[src/rtl/scan_decoder_pkg.sv]
// Shared types and helpers for the scan decoder: FSM state encoding and
// the index-to-line decode with output polarity applied.
package scan_decoder_pkg;

  localparam int unsigned MAX_SEL_W = 8;
  localparam int unsigned MAX_N     = 2 ** MAX_SEL_W;

  typedef enum logic [1:0] {
    ST_IDLE,
    ST_DRIVE,
    ST_BLANK
  } state_t;

  // Callers truncate the result to their own line count.
  function automatic logic [MAX_N-1:0] line_onehot(
    input logic [MAX_SEL_W-1:0] sel,
    input logic                 on,
    input logic                 act_low
  );
    logic [MAX_N-1:0] v;
    v = '0;
    if (on) v[sel] = 1'b1;
    return act_low ? ~v : v;
  endfunction

endpackage

[src/rtl/scan_decoder_timer.sv]
// Dwell/blank down-counter: load a value, count to zero, flag done at zero.
module scan_decoder_timer #(
  parameter int unsigned W = 3
) (
  input  logic         clk,
  input  logic         rst_n,
  input  logic         clr,
  input  logic         load,
  input  logic [W-1:0] value,
  output logic         done
);

  logic [W-1:0] cnt;

  always_ff @(posedge clk) begin
    if (!rst_n || clr) begin
      cnt <= '0;
    end else if (load) begin
      cnt <= value;
    end else if (cnt != '0) begin
      cnt <= cnt - 1'b1;
    end
  end

  assign done = (cnt == '0);

endmodule

[src/rtl/scan_decoder.sv]
// Registered one-hot line decoder with direct select and timed scan modes,
// inserting all-inactive blank cycles between any two active lines.
module scan_decoder
  import scan_decoder_pkg::*;
#(
  parameter int unsigned SEL_W      = 3,
  parameter int unsigned DWELL      = 4,
  parameter int unsigned BLANK      = 1,
  parameter int unsigned ACTIVE_LOW = 1
) (
  input  logic                  clk,
  input  logic                  rst_n,
  input  logic                  en,
  input  logic                  mode,
  input  logic [SEL_W-1:0]      d,
  input  logic                  d_valid,
  output logic [2**SEL_W-1:0]   y,
  output logic [SEL_W-1:0]      idx,
  output logic                  active,
  output logic                  wrap
);

  localparam int unsigned N_OUT = 2 ** SEL_W;
  localparam int unsigned T_MAX = (DWELL > BLANK) ? DWELL : BLANK;
  localparam int unsigned TW    = $clog2(T_MAX + 1);
  localparam logic [N_OUT-1:0] Y_OFF = (ACTIVE_LOW != 0) ? '1 : '0;

  state_t           state, state_nx;
  logic [SEL_W-1:0] idx_nx, pend, pend_nx;
  logic             pend_valid, pend_valid_nx;
  logic             scanning, scanning_nx;
  logic             wrap_nx, req;
  logic [N_OUT-1:0] y_nx;
  logic             t_clr, t_load, t_done;
  logic [TW-1:0]    t_val;

  scan_decoder_timer #(.W(TW)) u_timer (
    .clk   (clk),
    .rst_n (rst_n),
    .clr   (t_clr),
    .load  (t_load),
    .value (t_val),
    .done  (t_done)
  );

  always_ff @(posedge clk) begin
    if (!rst_n) begin
      state      <= ST_IDLE;
      idx        <= '0;
      pend       <= '0;
      pend_valid <= 1'b0;
      scanning   <= 1'b0;
      y          <= Y_OFF;
      active     <= 1'b0;
      wrap       <= 1'b0;
    end else begin
      state      <= state_nx;
      idx        <= idx_nx;
      pend       <= pend_nx;
      pend_valid <= pend_valid_nx;
      scanning   <= scanning_nx;
      y          <= y_nx;
      active     <= (state_nx == ST_DRIVE);
      wrap       <= wrap_nx;
    end
  end

  // Outputs are decoded from the next state so y, idx and active change together.
  always_comb begin
    state_nx      = state;
    idx_nx        = idx;
    pend_nx       = pend;
    pend_valid_nx = pend_valid;
    scanning_nx   = scanning;
    wrap_nx       = 1'b0;
    t_clr         = 1'b0;
    t_load        = 1'b0;
    t_val         = '0;
    req           = !mode && d_valid;

    if (!en) begin
      state_nx      = ST_IDLE;
      pend_valid_nx = 1'b0;
      scanning_nx   = 1'b0;
      t_clr         = 1'b1;
    end else begin
      case (state)
        ST_IDLE: begin
          if (mode) begin
            state_nx    = ST_DRIVE;
            idx_nx      = '0;
            scanning_nx = 1'b1;
            t_load      = 1'b1;
            t_val       = TW'(DWELL - 1);
          end else if (d_valid) begin
            state_nx    = ST_DRIVE;
            idx_nx      = d;
            scanning_nx = 1'b0;
          end
        end
        ST_DRIVE: begin
          if (mode != scanning) begin
            state_nx      = ST_BLANK;
            t_load        = 1'b1;
            t_val         = TW'(BLANK - 1);
            pend_nx       = d;
            pend_valid_nx = req;
          end else if (scanning) begin
            if (t_done) begin
              state_nx = ST_BLANK;
              t_load   = 1'b1;
              t_val    = TW'(BLANK - 1);
            end
          end else if (d_valid && (d != idx)) begin
            state_nx      = ST_BLANK;
            t_load        = 1'b1;
            t_val         = TW'(BLANK - 1);
            pend_nx       = d;
            pend_valid_nx = 1'b1;
          end
        end
        ST_BLANK: begin
          if (req) begin
            pend_nx       = d;
            pend_valid_nx = 1'b1;
          end
          if (t_done) begin
            if (mode) begin
              state_nx = ST_DRIVE;
              t_load   = 1'b1;
              t_val    = TW'(DWELL - 1);
              if (scanning) begin
                idx_nx  = idx + 1'b1;
                wrap_nx = &idx;
              end else begin
                idx_nx      = '0;
                scanning_nx = 1'b1;
              end
            end else if (pend_valid_nx) begin
              state_nx      = ST_DRIVE;
              idx_nx        = pend_nx;
              scanning_nx   = 1'b0;
              pend_valid_nx = 1'b0;
            end else begin
              state_nx    = ST_IDLE;
              scanning_nx = 1'b0;
            end
          end
        end
        default: state_nx = ST_IDLE;
      endcase
    end

    y_nx = N_OUT'(line_onehot(MAX_SEL_W'(idx_nx), state_nx == ST_DRIVE, ACTIVE_LOW != 0));
  end

endmodule

[config.mk]
export PLATFORM = sky130hd
export DESIGN_NAME = scan_decoder
export DESIGN_NICKNAME = d
export VERILOG_FILES = /design/src/rtl/scan_decoder_pkg.sv /design/src/rtl/scan_decoder_timer.sv /design/src/rtl/scan_decoder.sv
export SDC_FILE = /design/constraint.sdc
export NUM_CORES = 1
export LEC_CHECK = 0
export BUFFER_PORTS_ARGS = -buffer_cell sky130_fd_sc_hd__buf_2
export CAP_MARGIN = 20
export CORE_MARGIN = 2
export CORE_UTILIZATION = 55
export DETAILED_ROUTE_END_ITERATION = 8
export HOLD_SLACK_MARGIN = 0.1
export PLACE_DENSITY_LB_ADDON = 0.15
export SETUP_SLACK_MARGIN = 0.1
export SLEW_MARGIN = 20
export SYNTH_ARGS = -nofsm -noshare
export SYNTH_HDL_FRONTEND = slang
export SYNTH_SLANG_ARGS = --single-unit
[constraint.sdc]
create_clock -name clk -period 5.32 [get_ports clk]
set_clock_uncertainty 0.2 [all_clocks]
set_input_delay 0.266 -clock clk [delete_from_list [all_inputs] [get_ports clk]]
set_output_delay 0.266 -clock clk [all_outputs]
set_load 0.02 [all_outputs]
==> flow_summary.toml <==
[run_status]
outcome = "finished clean"

[floorplanning]
start_util_pct = 59.3
dieArea_sq_um = 2860
fp.dieH_um = 53.5
rows = 17
die_w_um = 53.5
pin_count = 21
core_sq_um = 2280

[grt]
antenna_found_initial = 0
grtUsageTotal_pct = 23.5
grt_first_pass_wirelength_um = 4860
grt_overflow = 0
grt_start_max_net_pins = 16
grt_pass1_vias = 1054

[clock_tree]
numClockSinks = 23
clock_latency_ns = 0.31
clockBufferDepth = 2
root_buffer = "clkbuf_4"
cts-resized-gates = 0
cts-buffers-inserted = 3
h-tree-depth = 1
cts_tree = "yes"
clk_pin_slew_ns = 0.13

[routing]
drc_errors = 0
finalWirelength_um = 3020
post_drt_wl_per_cell_um = 14.7
drt_first_pass_iters = 4
vias = 1206
drt_iter0_drc = 37
avgViaCountPerCell = 5.88
ant_nets = 0

[setup_path]
crit_path_end_kind = "register"
crit_fanout = 13
worstPathRequired_ns = 5.31
cp.arrival_ns = 2.30
ff2ff_setup_slack_ns = 3.00
start_kind = "register"
crit_type = "register to register"

[sta]
rsz0062_at_grt = "no"
fin_setup_tns_ns = 0
setup_viol = 0
period_share_pct = 43.5
slew_viol_final = 0
hold_viol = 0
fmax_mhz = 432
worst_slack_ns = 3.00
tightest_slew_ns = 0.486
fin_crit_ns = 2.32
relSlewSlack_pct = 67.6

[finish]
fin_nets = 191
syn_to_final_growth_pct = 13.1
n_fill_cell = 180
drive_above_1_share_pct = 16.4
final_cell_mix = "dfxtp_1 (23), buf_2 (20), nor2_1 (12), nand3_1 (10)"
final_common_cell = "dfxtp_1"
antenna_cells = 0

[synth]
yosysUniqueCellTypes = 44
synth_seq_cells = 23
synth_area_sq_um = 1350
async_reset_ff_share_pct = 0
syn_nets = 168
synth_edf_count = 0
syn-instance-count = 155
synth_ff_type = "dfxtp_1"
syn_avg_cell_area_sq_um = 8.70
seq_area_frac_synth_pct = 34.1
ys_warn_count = 0

[flow_run]
maxCapViolCount = 0

[placement]
gp_congestion = 0.886
place_ws_ns = 3.06
hpwl_um = 2280
portBuffers = 20

[pwr]
max-vdd-ir-drop_v = 0.000209
power_leakage_nw = 0.588
power_density_nw_per_um2 = 222

[min_path]
hold_path.class = "input port to register"
-- what timing repair did --
item / CTS / global route
endpoints found under the setup margin: 0 / 0
setup buffers: 0 / 0
hold endpoints to repair: 4 / 0
hold buffers: 4 / 0
-- final cells by class --
cell class / count / area (sq um) / share of cell area (%)
multi-input combinational: 119 / 836 / 54.8
clock buffer: 3 / 22.5 / 1.48
timing repair buffer: 24 / 140 / 9.19
clock inverter: 1 / 5.00 / 0.328
inverter: 7 / 26.3 / 1.72
tap: 28 / 35.0 / 2.30
sequential: 23 / 460 / 30.2
-- logic make-up (layout without fill, tap and decap cells) --
kind of cell | Yosys count | after routing | share of synthesized area (%)
AO/OA/AOI/OAI | 37 | 37 | 22.5
XOR/XNOR | 4 | 4 | 2.60
adder cells (fa/ha/maj) | 5 | 5 | 4.64
AND/OR/NAND/NOR | 66 | 66 | 27.0
buffers and inverters | 13 | 35 | 3.90
flip-flops | 23 | 23 | 34.1
multiplexers | 7 | 7 | 5.20
-- through the flow --
| step | power [mW] | hold WS, ns | cells | util [%] | cell area [sq um] |
|---|---|---|---|---|---|
| floorplan | 0.240 | 0.213 | 155 | - | 1350 |
| global placement | 0.255 | 0.273 | 197 | 64.0 | 1460 |
| detailed placement | 0.256 | 0.290 | 197 | 64.0 | 1460 |
| CTS | 0.339 | 0.136 | 205 | 67.0 | 1530 |
| global route | 0.356 | 0.157 | 205 | 67.0 | 1530 |
| finish | 0.338 | 0.152 | 205 | 67.0 | 1530 |
-- cells in the mapped netlist (all sizes together), types with 2 or more instances --
master  instances  area, sq um
a211o           2         17.5
a211oi          6         57.6
a21oi           9         45.0
a31o            2         17.5
and2            2         12.5
and3            2         12.5
and3b           2         17.5
and4            2         17.5
buf             3         15.0
clkbuf          3         11.3
dfxtp          23          460
ha              5         62.6
inv             7         26.3
mux2i           7         70.1
nand2           9         33.8
nand2b          8         50.1
nand3          11         60.1
nand4           3         18.8
nor2           12         45.0
nor2b           3         18.8
nor3            5         25.0
nor4            2         12.5
o211ai          2         15.0
o21ai           5         25.0
xor2            3         26.3
-- routing by layer --
metal	up-vias	part of all wire (%)	global-route usage [%]
met4	0	0.93	6.84
met3	4	5.0	4.24
li1	611	-	-
met5	-	0	0
met2	41	45	34.8
met1	550	49	34.4
-- state kept, by name (all words and copies together) (netlist names) --
name         flops
wrap             1
pend_valid       1
active           1
u_timer.cnt      3
idx              3
scanning         1
y                8
pend             3
state            2
-- power by group --
group	switching, mW	leakage [nW]	internal [mW]	total [mW]
clock	0.0537	0.0177	0.0281	0.0818
combinational	0.0440	0.383	0.0285	0.0725
sequential	0.00602	0.187	0.178	0.184
-- critical path, cell delays in order, from the launching register on --
cell	delay, ns
dfxtp_1	0.32
inv_1	0.11
ha_1	0.22
nand2b_1	0.29
a211o_1	0.47
a2111oi_4	0.46
nand4_1	0.13
-- path summary, 6_finish.rpt --
check            startpoint       to  depth (start not counted)
max          u_timer.cnt[0]     y[0]                          6
min                      en   idx[0]                          3
max reg2reg  u_timer.cnt[0]     y[0]                          6
min reg2reg         pend[1]  pend[1]                          2
Note: power is estimated with default switching activity, not from simulation.
